## config.mk

```make
export PLATFORM = sky130hd
export DESIGN_NAME = id_ex_stage
export DESIGN_NICKNAME = d
export VERILOG_FILES = /design/src/rtl/id_ex_stage_pkg.sv /design/src/rtl/id_ex_stage_load_use_detect.sv /design/src/rtl/id_ex_stage.sv
export SDC_FILE = /design/constraint.sdc
export NUM_CORES = 1
export LEC_CHECK = 0
export CAP_MARGIN = 20
export CORE_MARGIN = 8
export CORE_UTILIZATION = 25
export DETAILED_ROUTE_END_ITERATION = 16
export HOLD_SLACK_MARGIN = 0.1
export PLACE_DENSITY = 0.58
export SYNTH_ARGS = -nofsm -noshare
export SYNTH_HDL_FRONTEND = slang
export SYNTH_SLANG_ARGS = --single-unit
export TNS_END_PERCENT = 5
```

## constraint.sdc

```tcl
create_clock -name clk_i -period 2.25 [get_ports clk_i]
set_input_delay 0.5625 -clock clk_i [delete_from_list [all_inputs] [get_ports clk_i]]
set_output_delay 0.5625 -clock clk_i [all_outputs]
set_load 0.02 [all_outputs]
```

## src/rtl/id_ex_stage_pkg.sv

```systemverilog
// Shared widths, control-word bit positions and the ID/EX payload type for the
// ID->EX pipeline register and its hazard logic.
package id_ex_stage_pkg;

  localparam int unsigned REG_W  = 5;
  localparam int unsigned DATA_W = 32;
  localparam int unsigned CTRL_W = 8;

  // Control word layout: {RegWrite, MemToReg, MemRead, MemWrite, ALUSrc, RegDst, ALUOp[1:0]}
  localparam int unsigned CTRL_REGWRITE = 7;
  localparam int unsigned CTRL_MEMTOREG = 6;
  localparam int unsigned CTRL_MEMREAD  = 5;
  localparam int unsigned CTRL_MEMWRITE = 4;
  localparam int unsigned CTRL_ALUSRC   = 3;
  localparam int unsigned CTRL_REGDST   = 2;
  localparam int unsigned CTRL_ALUOP    = 0;
  localparam int unsigned CTRL_ALUOP_W  = 2;

  typedef logic [REG_W-1:0]  reg_idx_t;
  typedef logic [DATA_W-1:0] data_t;
  typedef logic [CTRL_W-1:0] ctrl_t;

  typedef struct packed {
    logic     valid;
    ctrl_t    ctrl;
    reg_idx_t rs;
    reg_idx_t rt;
    reg_idx_t rd;
    data_t    data1;
    data_t    data2;
    data_t    imm;
  } id_ex_t;

  typedef enum logic {
    ST_RUN  = 1'b0,
    ST_PEND = 1'b1
  } ctrl_state_e;

  // An invalid instruction never carries live control bits downstream.
  function automatic ctrl_t ctrl_qualify(input logic valid, input ctrl_t ctrl);
    return valid ? ctrl : CTRL_W'(0);
  endfunction

  function automatic logic ctrl_is_load(input ctrl_t ctrl);
    return ctrl[CTRL_MEMREAD];
  endfunction

endpackage

```

## src/rtl/id_ex_stage_load_use_detect.sv

```systemverilog
// Combinational load-use hazard compare between the load in EX and the
// instruction currently decoded in ID.
module load_use_detect
  import id_ex_stage_pkg::*;
(
  input  logic             ex_valid_i,
  input  logic [CTRL_W-1:0] ex_ctrl_i,
  input  logic [REG_W-1:0] ex_rt_i,
  input  logic             id_valid_i,
  input  logic [REG_W-1:0] id_rs_i,
  input  logic [REG_W-1:0] id_rt_i,
  input  logic             id_uses_rt_i,
  output logic             load_use_o
);

  logic ex_load;
  logic rs_hit;
  logic rt_hit;

  // A load targeting r0 produces nothing worth waiting for.
  assign ex_load    = ex_valid_i & ctrl_is_load(ex_ctrl_i) & (ex_rt_i != REG_W'(0));
  assign rs_hit     = (ex_rt_i == id_rs_i);
  assign rt_hit     = id_uses_rt_i & (ex_rt_i == id_rt_i);
  assign load_use_o = ex_load & id_valid_i & (rs_hit | rt_hit);

endmodule

```

## src/rtl/id_ex_stage.sv

```systemverilog
// ID/EX pipeline register with hold, branch flush (including flush deferred
// across a hold), load-use bubble insertion and a saturating bubble counter.
module id_ex_stage
  import id_ex_stage_pkg::*;
#(
  parameter int unsigned CNT_W = 16
) (
  input  logic              clk_i,
  input  logic              rst_i,
  input  logic              Hold_i,
  input  logic              Flush_i,
  input  logic              IDValid_i,
  input  logic [REG_W-1:0]  IDRegRs_i,
  input  logic [REG_W-1:0]  IDRegRt_i,
  input  logic [REG_W-1:0]  IDRegRd_i,
  input  logic              IDUsesRt_i,
  input  logic [DATA_W-1:0] IDData1_i,
  input  logic [DATA_W-1:0] IDData2_i,
  input  logic [DATA_W-1:0] IDImm_i,
  input  logic [CTRL_W-1:0] IDCtrl_i,
  output logic [REG_W-1:0]  EXRegRs_o,
  output logic [REG_W-1:0]  EXRegRt_o,
  output logic [REG_W-1:0]  EXRegRd_o,
  output logic [DATA_W-1:0] EXData1_o,
  output logic [DATA_W-1:0] EXData2_o,
  output logic [DATA_W-1:0] EXImm_o,
  output logic [CTRL_W-1:0] EXCtrl_o,
  output logic              EXValid_o,
  output logic              PCWrite_o,
  output logic              IFIDWrite_o,
  output logic [CNT_W-1:0]  BubbleCnt_o
);

  id_ex_t       ex_q, ex_d;
  id_ex_t       id_pkt;
  ctrl_state_e  state_q, state_d;
  logic [CNT_W-1:0] cnt_q, cnt_d;
  logic         load_use;
  logic         flush_now;

  load_use_detect u_load_use_detect (
    .ex_valid_i   (ex_q.valid),
    .ex_ctrl_i    (ex_q.ctrl),
    .ex_rt_i      (ex_q.rt),
    .id_valid_i   (IDValid_i),
    .id_rs_i      (IDRegRs_i),
    .id_rt_i      (IDRegRt_i),
    .id_uses_rt_i (IDUsesRt_i),
    .load_use_o   (load_use)
  );

  always_comb begin
    id_pkt       = '0;
    id_pkt.valid = IDValid_i;
    id_pkt.ctrl  = ctrl_qualify(IDValid_i, IDCtrl_i);
    id_pkt.rs    = IDRegRs_i;
    id_pkt.rt    = IDRegRt_i;
    id_pkt.rd    = IDRegRd_i;
    id_pkt.data1 = IDData1_i;
    id_pkt.data2 = IDData2_i;
    id_pkt.imm   = IDImm_i;
  end

  // A flush seen during a hold is remembered and applied on the first free edge.
  assign flush_now = Flush_i | (state_q == ST_PEND);

  // Edge priority: hold, then flush (live or pending), then load-use, then load.
  always_comb begin
    ex_d    = ex_q;
    state_d = state_q;
    cnt_d   = cnt_q;
    if (Hold_i) begin
      if (Flush_i) begin
        state_d = ST_PEND;
      end
    end else if (flush_now) begin
      ex_d    = '0;
      state_d = ST_RUN;
    end else if (load_use) begin
      ex_d = '0;
      if (cnt_q != {CNT_W{1'b1}}) begin
        cnt_d = cnt_q + CNT_W'(1);
      end
    end else begin
      ex_d = id_pkt;
    end
  end

  always_ff @(posedge clk_i or negedge rst_i) begin
    if (!rst_i) begin
      state_q <= ST_RUN;
      ex_q    <= '0;
      cnt_q   <= '0;
    end else begin
      state_q <= state_d;
      ex_q    <= ex_d;
      cnt_q   <= cnt_d;
    end
  end

  assign EXRegRs_o   = ex_q.rs;
  assign EXRegRt_o   = ex_q.rt;
  assign EXRegRd_o   = ex_q.rd;
  assign EXData1_o   = ex_q.data1;
  assign EXData2_o   = ex_q.data2;
  assign EXImm_o     = ex_q.imm;
  assign EXCtrl_o    = ex_q.ctrl;
  assign EXValid_o   = ex_q.valid;
  assign BubbleCnt_o = cnt_q;

  // Upstream stall is same-cycle so IF/ID never advance past a held or hazarded slot.
  assign PCWrite_o   = ~(Hold_i | load_use);
  assign IFIDWrite_o = ~(Hold_i | load_use);

endmodule

```

Word level (Yosys, flattened, before mapping)
Index checks and enable logic that the tools add are counted.
- register bits after elaboration: 137
- output and inout port bits: 138
- logic and storage cells: 36
- $add $sub $neg: 1
- eq/ne operators: 4
- mux-type cells: 6
- bitwise logic cells: 11
- reductions and logical operators: 4
- operators with widths (cell ; count):
    120-bit 2-to-1 mux ; 2
    16-bit by 1-bit adder with 16-bit output (second input constant) ; 1
    16-bit != test (second input constant) ; 1
    5-bit == test ; 2
    8-bit 2-to-1 mux ; 1
    1-bit bitwise AND ; 5
    5-bit nonzero test ; 1
    4-bit AND reduction ; 1
    1-bit 2-to-1 mux ; 3
    1-bit inverter ; 3
    1-bit bitwise OR ; 3
    2-bit by 1-bit != test with 1-bit output (second input constant) ; 1
    2-bit AND reduction ; 1
    2-bit nonzero test ; 1

Longest topological paths before layout
Gate-level depths: netlist (run 1).
- word-level depth: 6
- mapped depth: 7
- mapped depth without buffers: 6

Cells and area by module
A second synthesis (run 1) with hierarchy kept.
- cells, all modules: 366
- area total of the unflattened synthesis: 5161.2 sq um
- modules (own cells, without submodules) (module ; times used ; cells an instance ; area an instance (sq um)):
    id_ex_stage ; 1 ; 349 ; 5031.1
    load_use_detect ; 1 ; 17 ; 130.1

Worst setup path after synthesis (run 1)
No wires, ideal clock.
- path kind: reg2out
- from: reg ex_q (netlist bit EXRegRt_o[0])
- to: out PCWrite_o
- data arrival time: 1.917 ns
- data required time: 1.688 ns
- setup slack: -0.230 ns
- cell stages (with the launch flop): 5
- path through: dfrtp_1 or4_1 o21a_1 a21oi_1 buf_4
- longest elaborated chain between the ends: 6
- elaborated cells between the ends (all ways): 10
- classes of those cells: eq/ne (2); bitwise (7); reduce/logical (1)
- RTL lines (element ; RTL line ; source):
    start: declaration ; id_ex_stage.sv:34 ; id_ex_t ex_q, ex_d;
    start signal: assignment ; id_ex_stage.sv:92 ; ex_q <= '0;
    start signal: assignment ; id_ex_stage.sv:96 ; ex_q <= ex_d;
    5-bit == test or 5-bit nonzero test (tied branches) ; id_ex_stage_load_use_detect.sv:23, id_ex_stage_load_use_detect.sv:21 ;
    1-bit bitwise AND, on equally long branches ; id_ex_stage_load_use_detect.sv:23, id_ex_stage_load_use_detect.sv:21 ;
    1-bit bitwise OR or 1-bit bitwise AND (tied branches) ; id_ex_stage_load_use_detect.sv:24 ; assign load_use_o = ex_load & id_valid_i & (rs_hit | rt_hit);
    1-bit bitwise AND (*) ; id_ex_stage_load_use_detect.sv:24 ;
    1-bit bitwise OR (*) ; - ;
    1-bit inverter (*) ; - ;
    end: declaration ; id_ex_stage.sv:29 ; output logic PCWrite_o,
Mark *: on every way between the ends. The rest lies on a longest branch, timed or not.

Final worst setup path (run 1)
- from: reg ex_q (netlist bit EXRegRt_o[4])
- to: out IFIDWrite_o
- longest elaborated chain between the ends: 6
- elaborated cells between the ends (all ways): 10
- classes of those cells: eq/ne (2); bitwise (7); reduce/logical (1)
- RTL lines (element ; RTL line ; source):
    5-bit == test or 5-bit nonzero test (tied branches) ; id_ex_stage_load_use_detect.sv:23, id_ex_stage_load_use_detect.sv:21 ;
    1-bit bitwise AND, on equally long branches ; id_ex_stage_load_use_detect.sv:23, id_ex_stage_load_use_detect.sv:21 ;
    1-bit bitwise OR or 1-bit bitwise AND (tied branches) ; id_ex_stage_load_use_detect.sv:24 ;
    1-bit bitwise AND (*) ; id_ex_stage_load_use_detect.sv:24 ;
    1-bit bitwise OR (*) ; id_ex_stage.sv:113 ; assign IFIDWrite_o = ~(Hold_i | load_use);
    1-bit inverter (*) ; id_ex_stage.sv:113 ;
    end: declaration ; id_ex_stage.sv:30 ; output logic IFIDWrite_o,
Marks and branches as above.

==> impl_metrics.ini, run 1 <==
[status]
status = finished with violations
violations = setup timing

[yosys]
synth_fp_nets = 495
synth_compound_area_share_pct = 21.1
yosys-mux-area-fraction_pct = 0.213
synth_cell_type_count = 29
yosysSeqAreaShare_pct = 65.0
ys_ff_latch = 137
synth_edf_count = 0
netlist_area_sq_mm = 0.00528
synth_ff_type = dfrtp_1
syn_inst = 369
synth_fa_ha_area_share_pct = 0.237
yosys.area_share.simple_pct = 4.65
syn_avg_cell_area_sq_um = 14.3
synth_xor_area_share_pct = 4.15
synth_top_family_by_area = compound AO/OA/AOI/OAI gates
synth_async_sr_flop_share_pct = 100
synth_warnings = 0

[power]
p_total_uw = 6740
switching_share_pct = 24.3
ir_worst_vdd_uv = 456
combPwrFrac_pct = 17.1
p_leak_uw = 0.00387
p_int_uw = 5110
p_switching_uw = 1640
p_per_area_mw_per_mm2 = 749
p_clk_share_pct = 42.8
sequentialPowerShare_pct = 40.1

[critical_path]
critPathMaxFanout = 2
path_class = flip-flop to output port
worst_ep_required_time_ps = 1690
worstSetupStartpointType = flip-flop
crit_path_end_kind = output port
arrival_ps = 1840

[clock_tree]
cts.path.max_buffers = 2
clk_pin_slew_worst_paths_ps = 60
cts_max_level = 4
cts-buffers-inserted = 17
clock-sinks = 137
insertion_delay_ps = 410
cts-root-buf = clkbuf_16
cts_tree = built

[die]
die_area_sq_mm = 0.0260
core-area_sq_mm = 0.0209
ios = 263
die_y_um = 161
row_count = 53
initial_utilization_pct = 25.3
die_w_um = 161

[drt]
dr.first_iter.drc_count = 158
postRouteAntennaNets = 0
wl_um = 18100
wl_per_cell_um = 19.3
drc_errors = 0
viasPerCell = 4.62
firstDrtPassIters = 4
via_count = 4328

[place]
io_buffers = 262
dp_hpwl_um = 13100
place_ws_ps = -554
routabilityCongestion = 0.795

[timing]
worst_pin_slew_ps = 710
rsz0062_at_grt = true
slew_headroom_pct = 52.6
timing.fmax_mhz = 416
fin_setup_tns_ps = -678
period_share_pct = 107
fin_skew_ps = 7.38
period_minus_slack_ps = 2400
slew_violations = 0
finalHoldViolCount = 0
setup_viol_count_final = 7
worst_slack_ps = -154

[global_routing]
grt_pass1_vias = 4737
grt_antenna_before_repair = 0
grt_overflow = 0
track_usage_pct = 13.9
grt_pass1_wl_um = 28400
grt_max_degree = 77

[cells_and_area]
syn2layout_area_growth_pct = 70.7
fin_util_pct = 43.1
antennaDiodeCount = 0
drive_above_1_share_pct = 10.6
nNetsFinal = 777

[hold_path]
min_path_type = flip-flop to flip-flop

[flow_run]
drv_cap = 0
==> routing by layer <==
layer	GRT usage [%]	share of wire (%)	wire length [um]
met5	0	0	0
met2	22.3	49	8850
met3	5.45	7.6	1380
met1	16.6	41	7420
met4	5.68	2.4	435
==> power by group through the flow <==
stage               registers [uW]  logic, uW  clock network, uW
global placement              2740       1120                  0
detailed placement            2740       1130                  0
CTS                           2710       1170               2980
finish                        2710       1150               2880
floorplan                     2930        260                  0
global route                  2730       1220               3110
==> cells in the mapped netlist (2+ instances only) <==
master,number,area [sq um]
clkbuf_1,15,56.3
nor3_1,3,15.0
buf_2,4,20.0
a32o_1,8,80.1
nand2_1,6,22.5
buf_8,10,150
nand3_1,14,70.1
xnor2_1,25,219
and3_1,3,18.8
dfrtp_1,137,3430
o21a_1,2,15.0
nor4_1,2,12.5
nor2_1,6,22.5
a22o_1,112,981
nand4_1,8,50.1
==> cell usage in the layout (no fill, tap or decap), drive strengths merged, types with 2 or more instances in the layout <==
master,count
nor2,6
nand4,8
a22o,112
a21oi,2
nor4,2
clkinv,3
dfrtp,137
buf,35
clkbuf,20
and3,3
bufinv,4
clkinvlp,2
a32o,8
nand2,6
nand3,14
nor3,3
xnor2,25
o21a,2
clkdlybuf4s50,257
==> metrics by stage <==
step / cell area [sq um] / hold slack (ps) / instances
3_3_place_gp: 8250 / 471 / 898
3_5_place_dp: 8250 / 477 / 898
4_1_cts: 8980 / 490 / 935
2_1_floorplan: 5290 / 267 / 369
6_report: 9000 / 488 / 936
5_1_grt: 9000 / 503 / 936
==> critical path: stages, from the launching register on <==
cell and delay [ps]:
dfrtp_1 380, or4_4 540, o21a_4 230, a21oi_4 150, buf_6 140
==> cell type report <==
cell class	count	area [sq um]
clock buffer	20	447
timing repair buffer	294	2990
tap	275	344
multi-input combinational	201	1650
clock inverter	9	150
fill	1913	11900
sequential	137	3430
==> kinds of logic (layout without fill, tap and decap cells) <==
logic type | Yosys count | count (layout)
compound gates | 127 | 127
xor+xnor | 25 | 25
fa+ha+maj | 1 | 1
buf+inv | 31 | 323
flops | 137 | 137
mux | 1 | 1
simple gates | 47 | 47
==> final timing paths <==
| path | start | to | slack [ps] | cells past startpoint |
|---|---|---|---|---|
| max reg2reg | EXRegRt_o[4] | EXCtrl_o[1] | -80 | 12 |
| max | EXRegRt_o[4] | IFIDWrite_o | -150 | 4 |
| max in group asynchronous | rst_i | EXData1_o[12] | 900 | 3 |
| min reg2reg | state_q | state_q | 490 | 1 |
| min in group asynchronous | rst_i | EXData2_o[23] | 620 | 2 |
| min | state_q | state_q | 490 | 1 |
==> what timing repair did <==
action	4_1_cts	5_1_grt
setup endpoints to repair	94	72
gates resized for setup	19	4
gates cloned	1	0
pin swaps	7	4
hold buffers	1	0
endpoints found under the hold margin	31	0
setup buffers	6	1
==> flip-flops by register name, summed over array words and instances (netlist names) <==
signal and count:
EXData1_o 32, BubbleCnt_o 16, EXRegRt_o 5, state_q 1, EXImm_o 32, EXRegRs_o 5, EXValid_o 1, EXCtrl_o 8
EXData2_o 32, EXRegRd_o 5
Power figures use the tool's default switching activity.
==> inputs of run 2 (changes only) <==
CORE_ASPECT_RATIO = 0.75   (was unset)
==> run 2 against run 1 <==
  * The run still ends with setup timing left
  * Register-to-register slack better by 160 ps
  * Core utilization down 0.75 points
  * Setup slack worse by 36 ps
  * Final area down 1.5%
  * Non-clock buffer count down 9
  * Sequential power about the same
  * Cell count up 0.75%
  * Hold slack better by 3.2 ps
  * Total power down 0.47%
  * Largest cell class unchanged
==> impl_metrics.ini, run 2 (synthesis gave the netlist of run 1 again) <==
[cells_and_area]
fin_util_pct = 42.4
final_area_sq_mm = 0.00887
drive_above_1_share_pct = 10.1
layout_commonest_cell = clkdlybuf4s50_1
antennaDiodeCount = 0
syn2layout_area_growth_pct = 68.2
instances_no_fill = 943
nNetsFinal = 768
layout_common_cells = clkdlybuf4s50_1 (258), dfrtp_1 (136), a22o_1 (112)

[critical_path]
arrival_ps = 1880
r2r_start = EXRegRt_o[0]
crit_path_end_kind = output port
critPathMaxFanout = 2
r2r_slack_ps = 80
worstSetupStartpointType = input pin
path_class = input pin to output port
worst_ep_required_time_ps = 1690
r2r-end = EXImm_o[21]
r2r_cells = 6

[drt]
postRouteAntennaNets = 0
wl_per_cell_um = 18.5
firstDrtPassIters = 4
dr.first_iter.drc_count = 220
via_count = 4260
viasPerCell = 4.52
drc_errors = 0
wl_um = 17400

[global_routing]
grt_pass1_vias = 4606
grt_overflow = 0
grt_max_degree = 77
track_usage_pct = 13.1
grt_antenna_before_repair = 0
grt_pass1_wl_um = 26500

[timing]
fin_skew_ps = 12.4
rsz0062_at_grt = true
finalHoldViolCount = 0
period_minus_slack_ps = 2440
slew_violations = 0
fin_setup_tns_ps = -380
worst_pin_slew_ps = 809
period_share_pct = 108
worst_slack_ps = -190
setup_viol_count_final = 2
timing.fmax_mhz = 410
slew_headroom_pct = 46.1

[power]
ir_worst_vdd_uv = 431
p_per_area_mw_per_mm2 = 756
p_leak_uw = 0.00378

[die]
core-area_sq_mm = 0.0210
die_w_um = 184
ios = 263
die_y_um = 142
row_count = 46
die_area_sq_mm = 0.0261
initial_utilization_pct = 25.2

[hold_path]
min_from = state_q
min_path_type = flip-flop to flip-flop
whs_path_depth = 1
min_to = state_q

[place]
dp_hpwl_um = 12700
placedCellCount = 909
routabilityCongestion = 0.774
io_buffers = 262
place_ws_ps = -642
postPlaceCellArea_sq_mm = 0.00823

[clock_tree]
cts_max_level = 4
cts-root-buf = clkbuf_16
cts_tree = built
clk_pin_slew_worst_paths_ps = 60
cts-buffers-inserted = 17
insertion_delay_ps = 410
clock-sinks = 137
cts.path.max_buffers = 2

[status]
violations = setup timing
status = finished with violations

[flow_run]
drv_cap = 0
-- run 2: cell types whose count changed in the layout (fill, tap and decap cells not counted), sizes merged, moves of 2 or more --
cell / delta
clkinvlp: +2
buf: -9
clkbuf: -2
inv: +3
-- run 2: worst max path at each step --
stage | from | to | slack, ps
after global placement | IDRegRs_i[1] | IFIDWrite_o | -650
after CTS | EXRegRt_o[0] | PCWrite_o | -190
after floorplan | EXRegRt_o[0] | PCWrite_o | 5
after global routing | IDRegRs_i[4] | IFIDWrite_o | -220
final | IDRegRs_i[2] | PCWrite_o | -190
after detailed placement | IDRegRs_i[1] | PCWrite_o | -640
-- run 2: through the flow --
step                hold WS [ps]  power, uW
floorplan                    267       3190
global placement             474       3850
detailed placement           483       3870
CTS                          497       6810
global route                 516       6990
finish                       491       6710
-- run 2: what timing repair did --
item,4_1_cts,5_1_grt
endpoints found under the hold margin,12,0
hold buffers,1,0
resized for setup,13,3
endpoints found under the setup margin,3,5
pin swaps,1,1
buffers inserted,0,1
-- run 2: metal layers --
layer / part of all wire (%) / vias up / track usage, % / wire length, um
met4: 2.0 / 0 / 5.42 / 344
met1: 45 / 2116 / 16.7 / 7780
met5: 0 / - / 0 / 0
li1: - / 1952 / - / -
met3: 7.7 / 21 / 3.99 / 1340
met2: 46 / 171 / 20.3 / 7970
-- run 2: final cells by class --
type | count | area [sq um]
timing repair buffer | 285 | 2840
clock inverter | 14 | 170
multi-input combinational | 201 | 1640
tap | 288 | 360
sequential | 137 | 3430
fill | 1979 | 12100
clock buffer | 18 | 439
-- run 2: power by group --
part	total, uW	internal (uW)	switching, uW
clock	2880	1780	1110
sequential	2710	2620	90.8
combinational	1120	608	512
total	6710	5000	1710
-- run 2: critical path, cell delays in order --
cell and delay [ps]:
clkdlybuf4s50_1 520, xnor2_1 150, nand3_2 150, o22ai_4 250, a21oi_4 90, buf_4 160
==> inputs of run 3 (changes only) <==
GPL_TIMING_DRIVEN = 0   (was unset)
==> run 3 against run 2 <==
  * The run still ends with setup timing left
  * Routed wire length grew 6.3%
  * Clock skew shrank 3.7 ps
  * Via count grew 2.8%
  * Hold slack lost 360 ps
  * Total power fell by 1.0%
  * Combinational power about the same
  * Final area is 1.8% higher
  * Global-route usage grew 0.59 points
  * Largest power group unchanged
==> impl_metrics.ini, run 3 (synthesis gave the netlist of run 1 again) <==
[drt]
firstDrtPassIters = 4
dr.first_iter.drc_count = 181
drc_errors = 0
via_count = 4380
wl_um = 18500
viasPerCell = 4.57
wl_per_cell_um = 19.3
postRouteAntennaNets = 0

[power]
p_leak_uw = 0.00385
p_total_uw = 6640
ir_worst_vdd_uv = 349
p_per_area_mw_per_mm2 = 736

[critical_path]
worst_ep_required_time_ps = 1690
max_stage_delay_ps = 560
crit_chain = or4_4 -> o21a_4 -> a21oi_4 -> buf_6 -> buf_6
startpoint = EXRegRt_o[3]
critPathMaxFanout = 5
cp_num_buf_inv = 2
r2r_start = EXRegRt_o[3]
crit_family = simple AND/OR/NAND/NOR gates
path_class = flip-flop to output port
crit_path_end_kind = output port
arrival_ps = 1980
worstSetupStartpointType = flip-flop
cp_slowest_cell = or4_4
timing.critical_path.mode_cell = buf_6

[clock_tree]
cts_tree = built
cts-root-buf = clkbuf_16
cts-buffers-inserted = 17
insertion_delay_ps = 410
cts_max_level = 4
clk_pin_slew_worst_paths_ps = 60
cts.hold.buffers_added = 0
clock-sinks = 137
cts.path.max_buffers = 2

[cells_and_area]
multi_input_area_sq_mm = 0.00165
seqCellArea_sq_mm = 0.00343
syn2layout_area_growth_pct = 71.1
drive_above_1_share_pct = 11.0
nNetsFinal = 783
antennaDiodeCount = 0
layout_common_cells = clkdlybuf4s50_1 (248), dfrtp_1 (134), a22o_1 (112)
n_fill_cell = 1989
fin_util_pct = 43.1
layout_commonest_cell = clkdlybuf4s50_1

[timing]
period_share_pct = 113
timing.fmax_mhz = 393
slew_headroom_pct = 57.7
fin_skew_ps = 8.68
worst_slack_ps = -297
rsz0062_at_grt = true
slew_violations = 0
finalHoldViolCount = 0
setup_viol_count_final = 105
period_minus_slack_ps = 2550
worst_pin_slew_ps = 634
fin_setup_tns_ps = -6290

[die]
die_w_um = 184
initial_utilization_pct = 25.2
row_count = 46
core-area_sq_mm = 0.0210
die_area_sq_mm = 0.0261
ios = 263
die_y_um = 142

[place]
io_buffers = 260
routabilityCongestion = 0.781
dp_hpwl_um = 13800

[global_routing]
grt_max_degree = 75
grt_overflow = 0
grt_pass1_vias = 4719
grt_pass1_wl_um = 28000
grt_antenna_before_repair = 0
track_usage_pct = 13.7

[hold_path]
min_path_type = input pin to async pin

[status]
violations = setup timing
status = finished with violations

[flow_run]
drv_cap = 0
## run 3: cell count changes in the layout (fill, tap and decap cells not counted), moves of 3 or more
| cell | previous run | this run |
|---|---|---|
| dlygate4sd2_1 | 0 | 9 |
| buf_2 | 0 | 3 |
| clkbuf_1 | 0 | 12 |
| buf_8 | 1 | 8 |
| clkdlybuf4s50_1 | 258 | 248 |
| buf_6 | 1 | 4 |
| buf_4 | 21 | 7 |
## run 3: where the power goes
group	internal [uW]	switching [uW]	total, uW
Sequential	2620	93.8	2710
Combinational	628	522	1150
Clock	1670	1110	2780
Total	4910	1730	6640
## run 3: per-stage QoR
stage	area, sq um	instances	setup slack, ps	hold WS, ps
6_report	9030	958	-297	130
5_1_grt	9030	958	-372	153
4_1_cts	8920	954	-324	153
3_5_place_dp	8280	918	-1220	478
3_3_place_gp	8250	917	-4710	471
2_1_floorplan	5290	369	4.71	267
## run 3: area by class of cell
cell class / instances / share of cell area, %
clock buffers: 18 / 4.86
plain buffers: 31 / 3.23
flip-flops and latches: 137 / 38.0
clock inverters: 14 / 1.62
multi-input cells: 201 / 18.2
well taps: 288 / 3.99
repair buffers: 269 / 30.1
## run 3: worst paths after layout
| path | to | slack, ps | cells past startpoint |
|---|---|---|---|
| max | PCWrite_o | -300 | 5 |
| min | EXData2_o[5] | 130 | 1 |
| max reg2reg | EXImm_o[13] | -90 | 8 |
| min reg2reg | EXCtrl_o[4] | 500 | 1 |
| max in group asynchronous | EXImm_o[18] | 1330 | 2 |
| min in group clk_i | EXCtrl_o[4] | 500 | 1 |
## run 3: timing repair
action	4_1_cts	5_1_grt
resized for setup	32	12
setup endpoints to repair	9	107
gates cloned	0	2
setup buffers	4	2
pin swaps	7	32
endpoints found under the hold margin	0	0
## run 3: worst register-to-register path, cell delays in order (launching register included)
cell and delay [ps]:
dfrtp_2 450, or4_4 560, o21a_4 230, buf_4 130, buf_6 110, a21oi_4 280, clkbuf_16 240, buf_8 130
a22o_1 140
## run 3: routing by layer
| layer | track usage, % | vias up | wire length, um |
|---|---|---|---|
| met5 | 0 | - | 0 |
| met4 | 3.77 | 0 | 187 |
| met3 | 5.08 | 13 | 1500 |
| met2 | 21.7 | 176 | 8520 |
| met1 | 17.2 | 2206 | 8320 |
| li1 | - | 1985 | - |
